[src/rtl/xge_tx_arbiter.sv]
// Two-requester round-robin packet arbiter feeding a registered 64-bit MAC TX
// interface, with an enforced idle gap after each eop and per-requester packet counters.
module xge_tx_arbiter #(
  parameter int IDLE_GAP = 1,
  parameter int CNT_W    = 16
) (
  input  logic             clk_156m25,
  input  logic             reset_156m25_n,
  input  logic             arb_en,
  input  logic             req0_val,
  input  logic             req0_sop,
  input  logic             req0_eop,
  input  logic [2:0]       req0_mod,
  input  logic [63:0]      req0_data,
  output logic             req0_ready,
  input  logic             req1_val,
  input  logic             req1_sop,
  input  logic             req1_eop,
  input  logic [2:0]       req1_mod,
  input  logic [63:0]      req1_data,
  output logic             req1_ready,
  input  logic             pkt_tx_full,
  output logic             pkt_tx_val,
  output logic             pkt_tx_sop,
  output logic             pkt_tx_eop,
  output logic [2:0]       pkt_tx_mod,
  output logic [63:0]      pkt_tx_data,
  output logic [1:0]       grant,
  output logic [CNT_W-1:0] pkt_cnt0,
  output logic [CNT_W-1:0] pkt_cnt1,
  output logic             proto_err
);

  typedef enum logic [1:0] {IDLE, XFER, GAP} state_e;

  state_e                  state_q;
  logic [1:0]              grant_q;
  logic                    last_q;
  logic                    first_q;
  logic [3:0]              gap_q;
  logic                    tx_val_q, tx_sop_q, tx_eop_q;
  logic [2:0]              tx_mod_q;
  logic [63:0]             tx_data_q;
  logic [1:0][CNT_W-1:0]   cnt_q;
  logic                    perr_q;

  logic [1:0]              val, sop, eop, sreq, drop, rdy;
  logic [1:0][2:0]         mod;
  logic [1:0][63:0]        data;
  logic                    sel, win, xacc;

  assign val  = {req1_val,  req0_val};
  assign sop  = {req1_sop,  req0_sop};
  assign eop  = {req1_eop,  req0_eop};
  assign mod  = {req1_mod,  req0_mod};
  assign data = {req1_data, req0_data};

  assign sreq = val & sop;
  assign sel  = grant_q[1];
  // On a tie the requester that did not own the previous packet wins.
  assign win  = (&sreq) ? ~last_q : sreq[1];

  // Stray mid-packet words seen in IDLE are swallowed (req0 first) so they cannot stall a requester.
  always_comb begin
    drop    = 2'b00;
    drop[0] = (state_q == IDLE) && val[0] && !sop[0];
    drop[1] = (state_q == IDLE) && val[1] && !sop[1] && !drop[0];
    rdy     = 2'b00;
    for (int n = 0; n < 2; n++)
      rdy[n] = reset_156m25_n &&
               (drop[n] || ((state_q == XFER) && grant_q[n] && !pkt_tx_full));
  end

  assign xacc = (state_q == XFER) && val[sel] && rdy[sel];

  always_ff @(posedge clk_156m25 or negedge reset_156m25_n) begin
    if (!reset_156m25_n) begin
      state_q   <= IDLE;
      grant_q   <= 2'b00;
      last_q    <= 1'b1;
      first_q   <= 1'b0;
      gap_q     <= 4'd0;
      tx_val_q  <= 1'b0;
      tx_sop_q  <= 1'b0;
      tx_eop_q  <= 1'b0;
      tx_mod_q  <= 3'd0;
      tx_data_q <= 64'd0;
      cnt_q     <= '0;
      perr_q    <= 1'b0;
    end else begin
      tx_val_q <= 1'b0;
      tx_sop_q <= 1'b0;
      tx_eop_q <= 1'b0;
      perr_q   <= (|drop) || (xacc && sop[sel] && !first_q);
      case (state_q)
        IDLE: begin
          if (arb_en && (|sreq)) begin
            grant_q <= win ? 2'b10 : 2'b01;
            first_q <= 1'b1;
            state_q <= XFER;
          end
        end
        XFER: begin
          if (xacc) begin
            tx_val_q  <= 1'b1;
            tx_sop_q  <= sop[sel] && first_q;
            tx_eop_q  <= eop[sel];
            tx_mod_q  <= eop[sel] ? mod[sel] : 3'd0;
            tx_data_q <= data[sel];
            first_q   <= 1'b0;
            if (eop[sel]) begin
              grant_q <= 2'b00;
              last_q  <= sel;
              if (cnt_q[sel] != {CNT_W{1'b1}})
                cnt_q[sel] <= cnt_q[sel] + 1'b1;
              if (IDLE_GAP == 0) begin
                state_q <= IDLE;
              end else begin
                state_q <= GAP;
                gap_q   <= 4'(IDLE_GAP - 1);
              end
            end
          end
        end
        GAP: begin
          if (gap_q == 4'd0) state_q <= IDLE;
          else               gap_q   <= gap_q - 1'b1;
        end
        default: state_q <= IDLE;
      endcase
    end
  end

  assign req0_ready  = rdy[0];
  assign req1_ready  = rdy[1];
  assign pkt_tx_val  = tx_val_q;
  assign pkt_tx_sop  = tx_sop_q;
  assign pkt_tx_eop  = tx_eop_q;
  assign pkt_tx_mod  = tx_mod_q;
  assign pkt_tx_data = tx_data_q;
  assign grant       = grant_q;
  assign pkt_cnt0    = cnt_q[0];
  assign pkt_cnt1    = cnt_q[1];
  assign proto_err   = perr_q;

endmodule

[config.mk]
export PLATFORM = sky130hd
export DESIGN_NAME = xge_tx_arbiter
export DESIGN_NICKNAME = d
export VERILOG_FILES = /design/src/rtl/xge_tx_arbiter.sv
export SDC_FILE = /design/constraint.sdc
export NUM_CORES = 1
export LEC_CHECK = 0
export ABC_AREA = 1
export CAP_MARGIN = 20
export CORE_UTILIZATION = 45
export DETAILED_ROUTE_END_ITERATION = 16
export DONT_BUFFER_PORTS = 1
export PLACE_DENSITY_LB_ADDON = 0.1
export SYNTH_ARGS = -nofsm -noshare
export SYNTH_HDL_FRONTEND = slang
export SYNTH_SLANG_ARGS = --single-unit
[constraint.sdc]
create_clock -name clk_156m25 -period 3.25 [get_ports clk_156m25]
set_input_delay 0.325 -clock clk_156m25 [delete_from_list [all_inputs] [get_ports clk_156m25]]
set_output_delay 0.325 -clock clk_156m25 [all_outputs]
set_load 0.005 [all_outputs]
Yosys cells after proc, flatten, opt, wreduce, memory -nomap -nowiden
Index checks and enable logic that the tools add are counted.
- logic and storage cells: 109
- flip-flop bits (word level): 113
- output and inout port bits: 107
- $add $sub $neg: 2
- reduce and logical (&&, ||, !) cells: 40
- eq/ne operators: 8
- bitwise gates (word level): 2
- magnitude comparators: 2
- multiplexer cells: 42
- operators with widths (operator ; count):
    $mux 64 ; 2
    $mux 16 ; 3
    $bwmux 32 ; 1
    $logic_and 1x1->1 ; 18
    $mux 1 ; 17
    $add 16x1->16 const B ; 1
    $demux 16 s1 ; 1
    $mux 2 ; 8
    $ne 16x16->1 const B ; 1
    $reduce_and 4->1 ; 4
    $mux 4 ; 3
    $mux 3 ; 3
    $pmux 4 s2 ; 1
    $ne 2x2->1 const B ; 3
    $pmux 2 s3 ; 1
    $reduce_and 3->1 ; 2
    $logic_not 1->1 ; 5
    $logic_not 4->1 ; 1
    $ne 2x1->1 const B ; 2
    $pmux 2 s2 ; 1
    $reduce_and 2->1 ; 2
    $reduce_bool 2->1 ; 2
    $reduce_or 2->1 ; 2
    $sub 4x1->4 const B ; 1
    other kinds (9) ; 11

Depth between registers and ports, before layout
- word-level depth: 13
- depth in mapped cells: 15

Worst setup path before layout
No wires, ideal clock.
- kind: register to register
- from: register grant_q[1], in the netlist grant[1]
- to: register cnt_q (netlist bit pkt_cnt1[6])
- period minus slack after synthesis: 2177 ps
- path slack: 1073 ps
- setup time: 117 ps
- buffers on the path: 3
- arrival time: 2060 ps
- data required time: 3133 ps
- stages on the path, launching flop included: 15
- cells stage by stage: dfrtp_1 > buf_6 > buf_6 > o21ai_2 > inv_1 > ha_1 > nand3_2 > clkinv_1 > nand2_2 > nor2_4 > nor2_4 > nand3_4 > buf_6 > nand2_1 > nand2_1
- longest elaborated chain between the ends: 8
- elaborated cells between the ends (all ways): 23
- those cells by class: add/sub: 1; order compare: 2; eq/ne: 1; mux: 11; reduce/logical: 8
- RTL lines (what ; RTL line ; source):
    from (decl) ; 37 ; logic [1:0] grant_q;
    from (signal assigned) ; 98 ; grant_q <= win ? 2'b10 : 2'b01;
    parallel branches: the longest is 8 deep, another holds $add 16x1->16 ; n/a ;
    to (signal, indexed assignment) ; 115 ; cnt_q[sel] <= cnt_q[sel] + 1'b1;
    to (decl) ; 44 ; logic [1:0][CNT_W-1:0] cnt_q;
Parallel ways; which one is timed is not known. The select of a mux whose other input is x is not followed.
A chain may end at the register's enable or synchronous reset.

Final worst setup path
- from: register grant_q[1], in the netlist grant[1]
- to: register cnt_q (netlist bit pkt_cnt0[13])
Same word-level chain as after synthesis.

==> impl_metrics.ini <==
[setup_path]
r2r_slack_ns = 0.81
regToRegEndpoint = pkt_cnt0[13]$_DFFE_PN0P_
reg2reg_depth = 9
crit_arrival_ns = 2.78
cp_max_fo = 41
worstPathRequired_ns = 3.60
path_class = reg2reg
cp-start-kind = flop
r2r_start = grant[1]$_DFFE_PN0P_
crit_path_end_kind = flop

[floorplan]
num_rows = 42
die_area_um2 = 14290
start_util = 0.4659
dieHeight_um = 119.6
die_w_um = 119.6
num_io_pins = 251
core_um2 = 13350

[grt]
grt_pass1_wl_um = 26700
overflow = 0
antenna_found_initial = 0
first_global_vias = 5089
grtUsageTotal = 0.2393
grt_max_degree = 114

[routing]
final_antenna_net_count = 0
via_per_inst = 5.302
first_pass_iters = 5
drc = 0
wl_per_cell_um = 16.56
via_count = 5217
routed_wirelength_um = 16300
drt_iter0_drc = 314

[sta]
min_period_ns = 2.437
relSlewSlack = 0.5430
rsz0062_at_grt = no
setup_violations = 0
report.final.slew_viol_count = 0
max_freq_mhz = 410.3
worst_slew_pin_slew_ns = 0.6838
timing.final.crit_share = 0.7499
fin_worst_skew_ns = 0.009479
fin_setup_tns_ns = 0
hold_viol = 0

[pwr]
power.density_nw_per_um2 = 929.2
p_sw_uw = 2533
clockPowerShare = 0.291
seqPwrFrac = 0.380
switching_share = 0.3981
p_comb_frac = 0.329
p_int_uw = 3829
ir_worst_vdd_mv = 0.4242
p_leak_uw = 0.003340

[place]
place_hpwl_um = 11710
dpl-instance-area_um2 = 6216
gp_congestion = 0.8375
port_buffers = 0

[cells_and_area]
design_area_um2 = 6847
diodes = 0
drive_above_1_share = 0.1089
num-nets-final = 941
syn_to_final_growth_pct = 10.10

[flow_run]
cap_violations = 0

[clocking]
cts_tree = done
postCtsSetupBuffers = 0
clk_pin_slew_worst_paths_ns = 0.06
numCtsBuffers = 17
cts_buffer_depth = 2
cts-root-buf = clkbuf_16
cts.sinks = 113
clk_latency_ns = 0.41
h-tree-depth = 4

[yosys]
synth_top_cell_by_area = dfrtp_1
synth_nets = 955
synth.top_cell.area_share = 0.4507
synth-seq-area-share = 0.4549
yosysWarningCount = 0
syn-instance-count = 809
synthTopCellsByArea = dfrtp_1 (45%), nand2_1 (16%), nor2_1 (9.6%)
ys_ff_latch = 113
synth.avg_cell_area_um2 = 7.687
synth_area_um2 = 6218
synth_cell_types = 32

[status]
status = completed

[worst_hold_path]
hold_class = in2reg
hold_path_depth = 2
min-delay-start = req0_data[0]
holdPathEnd = pkt_tx_data[0]$_DFFE_PN0P_
==> cells by family (layout without fill, tap and decap cells) <==
family,after synthesis,count (layout),synth area share
adders and majority gates,2,2,0.004024
and+or+nand+nor,493,493,0.3252
AOI/OAI and AO/OA,91,91,0.1193
DFF,113,113,0.4549
xor gates and xnor gates,7,7,0.009859
buffers and inverters,100,99,0.08189
muxes,3,3,0.004829
==> cell usage in the layout (no fill, tap or decap), types with 2 or more instances in the layout <==
| cell | n |
|---|---|
| o21ai_1 | 3 |
| buf_4 | 9 |
| ha_1 | 2 |
| nand3_1 | 48 |
| o21ai_0 | 18 |
| xor2_1 | 7 |
| nand2_1 | 259 |
| clkinvlp_4 | 4 |
| nand4_1 | 6 |
| a21oi_1 | 2 |
| nand3_4 | 2 |
| nand2_2 | 7 |
| dfrtp_1 | 111 |
| o31ai_1 | 41 |
| nor3_1 | 2 |
| inv_2 | 3 |
| o21ai_2 | 2 |
| mux2i_1 | 3 |
| clkbuf_1 | 2 |
| nor2_2 | 2 |
| clkbuf_16 | 17 |
| o31ai_2 | 23 |
| nor2_4 | 4 |
| bufinv_16 | 2 |
| inv_1 | 52 |
| nor2_1 | 159 |
| clkinv_2 | 3 |
| clkbuf_8 | 4 |
==> per-stage QoR <==
stage / hold WS [ns] / util / total power (uW) / std cells / setup slack, ns
final: 0.09868 / 0.5129 / 6362 / 984 / 0.8127
after global routing: 0.09549 / 0.5129 / 6856 / 984 / 0.5223
after CTS: 0.08576 / 0.5129 / 6431 / 984 / 0.7971
after detailed placement: 0.03318 / 0.4657 / 4525 / 950 / 0.8123
after global placement: 0.03317 / 0.4657 / 4468 / 950 / 0.8977
after floorplan: 0.02941 / - / 4115 / 809 / 1.073
==> synth_stat cells <==
master	n
inv_2	3
clkinv_1	1
ha_1	2
xor2_1	7
buf_6	15
nand3_4	2
dfstp_2	1
mux2i_1	3
buf_2	11
o21ai_2	2
inv_1	52
or2_2	1
o21ai_1	3
nor2_4	4
nor2_1	159
dfrtp_1	112
nor2_2	2
nand2_1	259
a21boi_0	1
buf_4	2
nor3_1	2
nand3_2	1
nand4_1	6
a21oi_1	2
o31ai_1	41
o21ai_0	18
o31ai_2	23
a31oi_1	1
nand2_2	8
nor4_1	1
clkbuf_1	16
nand3_1	48
==> critical path, stage by stage (launching register included) <==
cell	delay (ns)
dfrtp_4	0.46
buf_4	0.39
nand4_1	0.14
nand2_1	0.10
nand3_1	0.07
nand2_1	0.12
nand2_4	0.19
nor2_4	0.61
nand3_1	0.16
nand2_1	0.11
==> how the worst max path moves through the flow <==
stage / cells after the start / to / slack, ns / from
finish: 9 / pkt_cnt0[13]$_DFFE_PN0P_ / 0.81 / grant[1]$_DFFE_PN0P_
global route: 9 / pkt_cnt1[8]$_DFFE_PN0P_ / 0.52 / grant[1]$_DFFE_PN0P_
CTS: 9 / pkt_cnt1[15]$_DFFE_PN0P_ / 0.80 / grant[1]$_DFFE_PN0P_
detailed placement: 9 / pkt_cnt1[15]$_DFFE_PN0P_ / 0.81 / grant[1]$_DFFE_PN0P_
global placement: 9 / pkt_cnt0[14]$_DFFE_PN0P_ / 0.90 / grant[1]$_DFFE_PN0P_
floorplan: 14 / pkt_cnt1[6]$_DFFE_PN0P_ / 1.07 / grant[1]$_DFFE_PN0P_
==> layer usage <==
layer | global-route usage | part of all wire | vias up
li1 | - | - | 2564
met1 | 0.2761 | 0.40 | 2437
met2 | 0.4010 | 0.49 | 188
met3 | 0.09221 | 0.079 | 28
met4 | 0.08906 | 0.023 | 0
met5 | 0 | 0 | -
==> what timing repair did <==
action	in CTS	in global routing
hold buffers	2	0
gates resized for setup	0	0
hold endpoints to repair	113	0
endpoints found under the setup margin	0	0
==> cell type report <==
| cell class | instances | area (um^2) |
|---|---|---|
| Multi-Input combinational cell | 596 | 2885 |
| Clock inverter | 9 | 105.1 |
| Clock buffer | 23 | 488.0 |
| Sequential cell | 113 | 2833 |
| Tap cell | 176 | 220.2 |
| Fill cell | 1325 | 6501 |
| Inverter | 56 | 210.2 |
| Timing Repair Buffer | 11 | 105.1 |
==> power groups by stage <==
stage	sequential [uW]	clock [uW]	combinational [uW]
global route	2480	1950	2420
global placement	2440	0	2030
finish	2410	1850	2100
detailed placement	2430	0	2090
CTS	2420	1890	2120
floorplan	2260	0	1860
==> registers in the layout (all words and copies together) (netlist names) <==
signal / cells
pkt_tx_data: 64
pkt_cnt0: 16
pkt_cnt1: 16
gap_q: 4
pkt_tx_mod: 3
grant: 2
state_q: 2
first_q: 1
last_q: 1
pkt_tx_eop: 1
pkt_tx_sop: 1
pkt_tx_val: 1
proto_err: 1
Note: power is estimated with default switching activity, not from simulation.
